File: src/rtl/fetch_pc_unit_if.sv
// Instruction-memory fetch bus between the fetch/PC stage and instruction memory.
// The fetch unit is the master; memory answers with ready/rdata.
interface fetch_pc_unit_if #(
    parameter int AW = 16
);
    logic          imem_req;
    logic [AW-1:0] imem_addr;
    logic          imem_ready;
    logic [15:0]   imem_rdata;

    modport master (
        output imem_req,
        output imem_addr,
        input  imem_ready,
        input  imem_rdata
    );

    modport slave (
        input  imem_req,
        input  imem_addr,
        output imem_ready,
        output imem_rdata
    );
endinterface

File: src/rtl/fetch_pc_unit.sv
// Instruction-fetch / program-counter stage: fetches 16-bit words, holds them for
// decode and computes the next PC from the control unit's PCsrc on retire.
//
//   state  | meaning
//   IDLE   | out of reset, one cycle before the first fetch
//   FETCH  | imem_req high at PC, waiting for imem_ready
//   VALID  | instruction held for decode, waiting for exec_ready (retire)
//   HALTED | halt retired; PC frozen at its next value until reset
module fetch_pc_unit #(
    parameter int              AW             = 16,
    parameter logic [AW-1:0]   RESET_PC       = '0,
    parameter logic [15:0]     RETIRE_CNT_RST = 16'h0000
) (
    input  logic                clk,
    input  logic                rst_n,
    fetch_pc_unit_if.master     imem,
    output logic [15:0]         instr_o,
    output logic [3:0]          op_o,
    output logic                instr_valid_o,
    output logic [AW-1:0]       pc_out_o,
    output logic [AW-1:0]       pc_plus2_o,
    input  logic                exec_ready_i,
    input  logic [1:0]          pcsrc_i,
    input  logic [AW-1:0]       imm_i,
    input  logic [AW-1:0]       rs1_val_i,
    input  logic                halt_i,
    output logic                misalign_err_o,
    output logic                pcsrc_err_o,
    output logic [15:0]         retire_cnt_o
);
    typedef enum logic [1:0] {
        S_IDLE   = 2'd0,
        S_FETCH  = 2'd1,
        S_VALID  = 2'd2,
        S_HALTED = 2'd3
    } state_t;

    localparam logic [AW-1:0] PC_INC = AW'(2);

    state_t        state_q, state_d;
    logic [AW-1:0] pc_q, pc_d;
    logic [15:0]   instr_q, instr_d;
    logic [15:0]   cnt_q, cnt_d;
    logic          misalign_q, misalign_d;
    logic          pcsrc_err_q, pcsrc_err_d;
    logic [AW-1:0] target;

    always_ff @(posedge clk or negedge rst_n) begin
        if (!rst_n) begin
            state_q     <= S_IDLE;
            pc_q        <= RESET_PC;
            instr_q     <= 16'h0000;
            cnt_q       <= RETIRE_CNT_RST;
            misalign_q  <= 1'b0;
            pcsrc_err_q <= 1'b0;
        end else begin
            state_q     <= state_d;
            pc_q        <= pc_d;
            instr_q     <= instr_d;
            cnt_q       <= cnt_d;
            misalign_q  <= misalign_d;
            pcsrc_err_q <= pcsrc_err_d;
        end
    end

    // Reserved PCsrc encoding falls back to sequential flow.
    always_comb begin
        target = pc_q + PC_INC;
        case (pcsrc_i)
            2'd1:    target = pc_q + imm_i;
            2'd2:    target = rs1_val_i + imm_i;
            default: target = pc_q + PC_INC;
        endcase
    end

    always_comb begin
        state_d     = state_q;
        pc_d        = pc_q;
        instr_d     = instr_q;
        cnt_d       = cnt_q;
        misalign_d  = misalign_q;
        pcsrc_err_d = pcsrc_err_q;
        case (state_q)
            S_IDLE: state_d = S_FETCH;
            S_FETCH: begin
                if (imem.imem_ready) begin
                    instr_d = imem.imem_rdata;
                    state_d = S_VALID;
                end
            end
            S_VALID: begin
                if (exec_ready_i) begin
                    // Odd targets are flagged and forced back to halfword alignment.
                    pc_d  = {target[AW-1:1], 1'b0};
                    cnt_d = cnt_q + 16'd1;
                    if (target[0])
                        misalign_d = 1'b1;
                    if (pcsrc_i == 2'd3)
                        pcsrc_err_d = 1'b1;
                    state_d = halt_i ? S_HALTED : S_FETCH;
                end
            end
            S_HALTED: state_d = S_HALTED;
            default:  state_d = S_IDLE;
        endcase
    end

    assign imem.imem_req  = (state_q == S_FETCH);
    assign imem.imem_addr = pc_q;
    assign instr_valid_o  = (state_q == S_VALID);
    assign instr_o        = instr_q;
    assign op_o           = instr_q[15:12];
    assign pc_out_o       = pc_q;
    assign pc_plus2_o     = pc_q + PC_INC;
    assign misalign_err_o = misalign_q;
    assign pcsrc_err_o    = pcsrc_err_q;
    assign retire_cnt_o   = cnt_q;
endmodule
File: src/flat_wrapper.sv
// flat-port wrapper written by rule: the top's interface ports become plain ports
module fetch_pc_unit_flat 
#(
    parameter int              AW             = 16,
    parameter logic [AW-1:0]   RESET_PC       = '0,
    parameter logic [15:0]     RETIRE_CNT_RST = 16'h0000
)
  (clk, rst_n, instr_o, op_o, instr_valid_o, pc_out_o, pc_plus2_o, exec_ready_i, pcsrc_i, imm_i, rs1_val_i, halt_i, misalign_err_o, pcsrc_err_o, retire_cnt_o, imem_imem_req, imem_imem_addr, imem_imem_ready, imem_imem_rdata);
  fetch_pc_unit_if #(.AW(AW)) imem_i ();
  input  logic clk;
  input  logic rst_n;
  output logic [15:0] instr_o;
  output logic [3:0] op_o;
  output logic instr_valid_o;
  output logic [AW-1:0] pc_out_o;
  output logic [AW-1:0] pc_plus2_o;
  input  logic exec_ready_i;
  input  logic [1:0] pcsrc_i;
  input  logic [AW-1:0] imm_i;
  input  logic [AW-1:0] rs1_val_i;
  input  logic halt_i;
  output logic misalign_err_o;
  output logic pcsrc_err_o;
  output logic [15:0] retire_cnt_o;
  output wire logic [$bits(imem_i.imem_req)-1:0] imem_imem_req;
  output wire logic [$bits(imem_i.imem_addr)-1:0] imem_imem_addr;
  input wire logic [$bits(imem_i.imem_ready)-1:0] imem_imem_ready;
  input wire logic [$bits(imem_i.imem_rdata)-1:0] imem_imem_rdata;
  assign imem_imem_req = imem_i.imem_req;
  assign imem_imem_addr = imem_i.imem_addr;
  assign imem_i.imem_ready = imem_imem_ready;
  assign imem_i.imem_rdata = imem_imem_rdata;
  fetch_pc_unit #(.AW(AW), .RESET_PC(RESET_PC), .RETIRE_CNT_RST(RETIRE_CNT_RST)) u_core (.clk(clk), .rst_n(rst_n), .imem(imem_i), .instr_o(instr_o), .op_o(op_o), .instr_valid_o(instr_valid_o), .pc_out_o(pc_out_o), .pc_plus2_o(pc_plus2_o), .exec_ready_i(exec_ready_i), .pcsrc_i(pcsrc_i), .imm_i(imm_i), .rs1_val_i(rs1_val_i), .halt_i(halt_i), .misalign_err_o(misalign_err_o), .pcsrc_err_o(pcsrc_err_o), .retire_cnt_o(retire_cnt_o));
endmodule
File: config.mk
export PLATFORM = sky130hd
export DESIGN_NAME = fetch_pc_unit_flat
export DESIGN_NICKNAME = d
export VERILOG_FILES = /design/src/rtl/fetch_pc_unit_if.sv /design/src/rtl/fetch_pc_unit.sv /design/src/flat_wrapper.sv
export SDC_FILE = /design/constraint.sdc
export NUM_CORES = 1
export LEC_CHECK = 0
export CORE_ASPECT_RATIO = 1.1
export CORE_UTILIZATION = 50
export CTS_CLUSTER_SIZE = 20
export DETAILED_ROUTE_END_ITERATION = 10
export PLACE_DENSITY = 0.83
export RECOVER_POWER = 25
export SETUP_SLACK_MARGIN = 0.1
export SLEW_MARGIN = 20
export SYNTH_ARGS = -nofsm -noshare
export SYNTH_HDL_FRONTEND = slang
export SYNTH_SLANG_ARGS = --single-unit
File: constraint.sdc
create_clock -name clk -period 7 [get_ports clk]
set_input_delay 0.7 -clock clk [delete_from_list [all_inputs] [get_ports clk]]
set_output_delay 0.7 -clock clk [all_outputs]
set_load 0.05 [all_outputs]
# Word level (Yosys, flattened, before mapping)
# Cells that the tools add are included.
dict set report totals {
  out_inout_bits 88
  inputBits 55
  elab_cells 29
  register_bits 51
}
dict set report op_classes {
  n_reduce_logical 6
  mux 5
  addsub 4
  n_eq_ne 8
}
# op n
set ops {}
lappend ops {{$add 16x16->16} 2}
lappend ops {{$pmux 16 s2} 1}
lappend ops {{$add 16x1->16 const B} 1}
lappend ops {{$add 16x2->16 const B} 1}
lappend ops {{$eq 2x2->1 const B} 4}
lappend ops {{$pmux 2 s4} 1}
lappend ops {{$mux 2} 3}
lappend ops {{$reduce_and 2->1} 3}
lappend ops {{$reduce_and 3->1} 2}
lappend ops {{$eq 2x1->1 const B} 2}
lappend ops {{$ne 2x1->1 const B} 2}
lappend ops {{$logic_not 2->1} 1}

# Logic depth before layout (Yosys ltp)
dict set report depth {
  word_depth 3
  ltp_mapped 9
}

# Worst setup path before layout
# OpenSTA, ideal clock, no wires.
dict set report synth_path {
  path_type {register to output}
  startpoint {register u_core.pc_q[2] (netlist: u_core.imem.imem_addr[2])}
  endpoint {output pc_plus2_o[15]}
  t_arrival_ps 2460
  slack_ps 3840
  path_stages_with_launch 5
  required_time_ps 6300
  path_cell_list {dfrtp_1 ha_1 nand2_1 nor4_1 xor2_1}
}
dict set report synth_between {
  elab_chain_len 1
}
# item line_no
set synth_lines {}
lappend synth_lines {{start: declaration} fetch_pc_unit.sv:41} ;# logic [AW-1:0] pc_q, pc_d;
lappend synth_lines {{start signal: assignment} fetch_pc_unit.sv:58} ;# pc_q <= pc_d;
lappend synth_lines {{$add 16x2->16} -}
lappend synth_lines {{end: declaration} flat_wrapper.sv:16} ;# output logic [AW-1:0] pc_plus2_o;
# No other way between the ends.

# Worst setup path in the final report
# Same ends and word-level chain as after synthesis.

==> metrics.txt <==
slowest CP cell=clkdlybuf4s50_1; setup TNS=0 ps; Initial DRC Count=~270; root buf cell=clkbuf_8; Synth area leaders=dfrtp_1 (31%), ha_1 (10%), xnor2_1 (6.1%), mux2_2 (5.2%), xor2_1 (4.2%); Synth Register Bits=51; synthesized cell area=4145 sq um; EDFF count, synth=0; Synth Instances=about 460; minimum clock period=3588 ps; Initial Util=roughly 52%; Vias=3,995; Rel. slew slack=-81.69%; Fillers=roughly 640; endpoints failing hold=0; Reg2Reg Depth=8; diode count=0; dpl ws=3664 ps; leak pwr=2.371 nW; number of global-route vias before repair=3,819; Syn Area/Cell=9.031 sq um; vias per std cell=about 6; Required @ worst endpoint=6300 ps; PD cells=352.1 nW/um^2; Wirelength per Cell=17.09 um; Distinct cells, synth=58; # H-tree levels=2; Num CTS Buffers=5; clock tree buffer depth=2; Reg area=1276 sq um; RSZ-0062 raised after global routing=false; Placer Congestion=0.9256; Switching Share=52.60%; crit path DAT=a little under 3000 ps; Synth top area share=just over 30%; Max Transition Viols Final=52; commonest cells in the netlist=dfrtp_1 (51), nand2_1 (39), ha_1 (34), a21oi_1 (29), xnor2_1 (29); post_cts resized=0; row count=34; # port buffers=139; Crit. End Element=primary output; yosys warns=0; met2 wire length=5741 um; Worst Skew=7.612 ps; multi-input combinational cell area=2606 sq um; actual slew at the worst max-slew pin=between 2000 and 3000 ps; final design utilization=70.04%; Combinational Power Share=between 60% and 70%; FFs w/ async S/R, synth=100.0%; Worst path max stage delay=820 ps; Max Cap Viol=1; Worst-Skew Late Latency=approximately 300 ps; Final Setup Violations=0; Post-Layout Inst Area=5572 sq um; Final ANT Viol Nets=0; Nets=662; final period utilization=51.26%; Crit Path Category=flop to primary output; ys flop type=dfrtp_1; boundary pin count=143; internal power=roughly 930 uW; Seq pwr share=a little under a quarter; Yosys top cell by area=dfrtp_1; sequential share of the synthesized area=between 30% and 40%; Sink Count=51; VDD IR max=0.0002383 V; 1st-pass router iterations=7; largest net degree at the start of global routing=52; gr usage total=27.09%; ratio of cells with drive above 1 in the final layout=5.594%; startpoint types=flop; worst hold stages=1; Post-CTS Setup Bufs=0; placed cell area=5460 sq um; Sw Pwr=1.032 mW; first-pass GRT wire length=18,350 um; status=finished with violations; cts hold-fix bufs=0; Worst-path clk slew=about 100 ps; hold crit path type=flop to flop; count leader, synth=dfrtp_1; Die Y=97.50 um; violated checks=capacitance limit, slew limit; die area=between 8000 and 9000 sq um; post-route setup slack=3412 ps; DIE WIDTH=slightly below 90 um; drt drc=0; CTS tree=done; WL met1=4668 um; worst path cell trace=ha_1 -> nand2_1 -> nor4_1 -> xor2_1 -> clkdlybuf4s50_1; Total Wirelength=between 10,000 and 15,000 um; Max Freq=about 280 MHz; hpwl dp=9263 um; WL met3=roughly 970 um; critical path peak fanout=7; clock share of power=roughly 11%; global route overflow=0; antenna violations before repair=0; synth-to-layout area growth=34.41%; core area=7955 sq um; DR top layer=met4
critical path, delay by kind of cell (launching register included):
kind	cells	cell delay, ps
simple gates	2	730
buf+inv	1	820
fa+ha+maj	1	310
xor+xnor	1	200
flops	1	520
power groups by stage:
stage	Sequential, mW	Clock [mW]	Combinational [mW]
floorplan	0.708	0	0.659
global placement	0.467	0	1.25
finish	0.471	0.212	1.28
global route	0.481	0.226	1.34
detailed placement	0.475	0	1.27
CTS	0.470	0.215	1.28
registers in the layout, indices dropped and copies added (netlist names):
| register | count |
|---|---|
| u_core.state_q | 2 |
| u_core.instr_o | 16 |
| u_core.pcsrc_err_o | 1 |
| u_core.imem.imem_addr | 15 |
| u_core.retire_cnt_o | 16 |
| u_core.misalign_err_o | 1 |
layer usage:
| layer | vias to the layer above | global-route usage (%) |
|---|---|---|
| met4 | 0 | 7.692 |
| met5 | - | 0 |
| met1 | 1893 | 33.39 |
| li1 | 1885 | - |
| met3 | 24 | 3.738 |
| met2 | 193 | 48.17 |
final timing paths:
check,slack [ps],startpoint,to
max in group asynchronous,4120,rst_n,u_core.instr_o[11]
min in group asynchronous,1340,rst_n,u_core.imem.imem_addr[15]
worst max register to register,4330,u_core.imem.imem_addr[1],u_core.imem.imem_addr[13]
worst min register to register,500,u_core.retire_cnt_o[13],u_core.retire_cnt_o[13]
worst min-delay path,500,u_core.retire_cnt_o[13],u_core.retire_cnt_o[13]
worst max-delay path,3410,u_core.imem.imem_addr[2],pc_plus2_o[15]
kinds of logic (layout without fill, tap and decap cells):
| group | count (synthesis) | after routing | share of synthesized area, % |
|---|---|---|---|
| buffers and inverters | 49 | 160 | 6.520 |
| other | 1 | 3 | 0.09047 |
| XOR/XNOR | 49 | 49 | 10.35 |
| AO/OA/AOI/OAI | 125 | 125 | 20.31 |
| AND/OR/NAND/NOR | 126 | 126 | 14.79 |
| flip-flops | 51 | 51 | 30.79 |
| adder cells (fa/ha/maj) | 36 | 36 | 11.23 |
| multiplexers | 22 | 22 | 5.916 |
placed cells by master (no fill, tap or decap), drive strengths merged, types with 3 or more instances in the layout:
cell,netlist,layout
clkdlybuf4s50,0,138
dfrtp,51,51
nand2,39,39
ha,34,34
xnor2,29,29
a21oi,29,29
nand3,26,26
o21ai,24,24
xor2,20,20
mux2,20,20
nor2,18,18
a21o,13,13
inv,11,12
a31oi,12,12
nor3,8,8
and3,7,7
nand4,7,7
o21a,6,6
clkbuf,12,6
nand2b,5,5
o22ai,5,5
a221oi,5,5
nor4,3,3
and2,3,3
a22o,3,3
conb,1,3
a221o,3,3
metrics by stage:
stage	cells	hold WS, ps	power, mW
final	680	498.1	1.962
after global routing	680	521.4	2.051
after CTS	680	499.2	1.961
after detailed placement	672	485.0	1.748
after global placement	672	447.3	1.719
after floorplan	461	404.4	1.368
final cells by class:
type	count	share of cell area, %
multi-input combinational	361	46.78
tap	108	2.425
inverter	11	0.7411
clock inverter	3	0.8309
sequential	51	22.91
clock buffer	5	1.235
timing repair buffer	141	25.08
No activity file was read; power rests on OpenSTA's default activity.
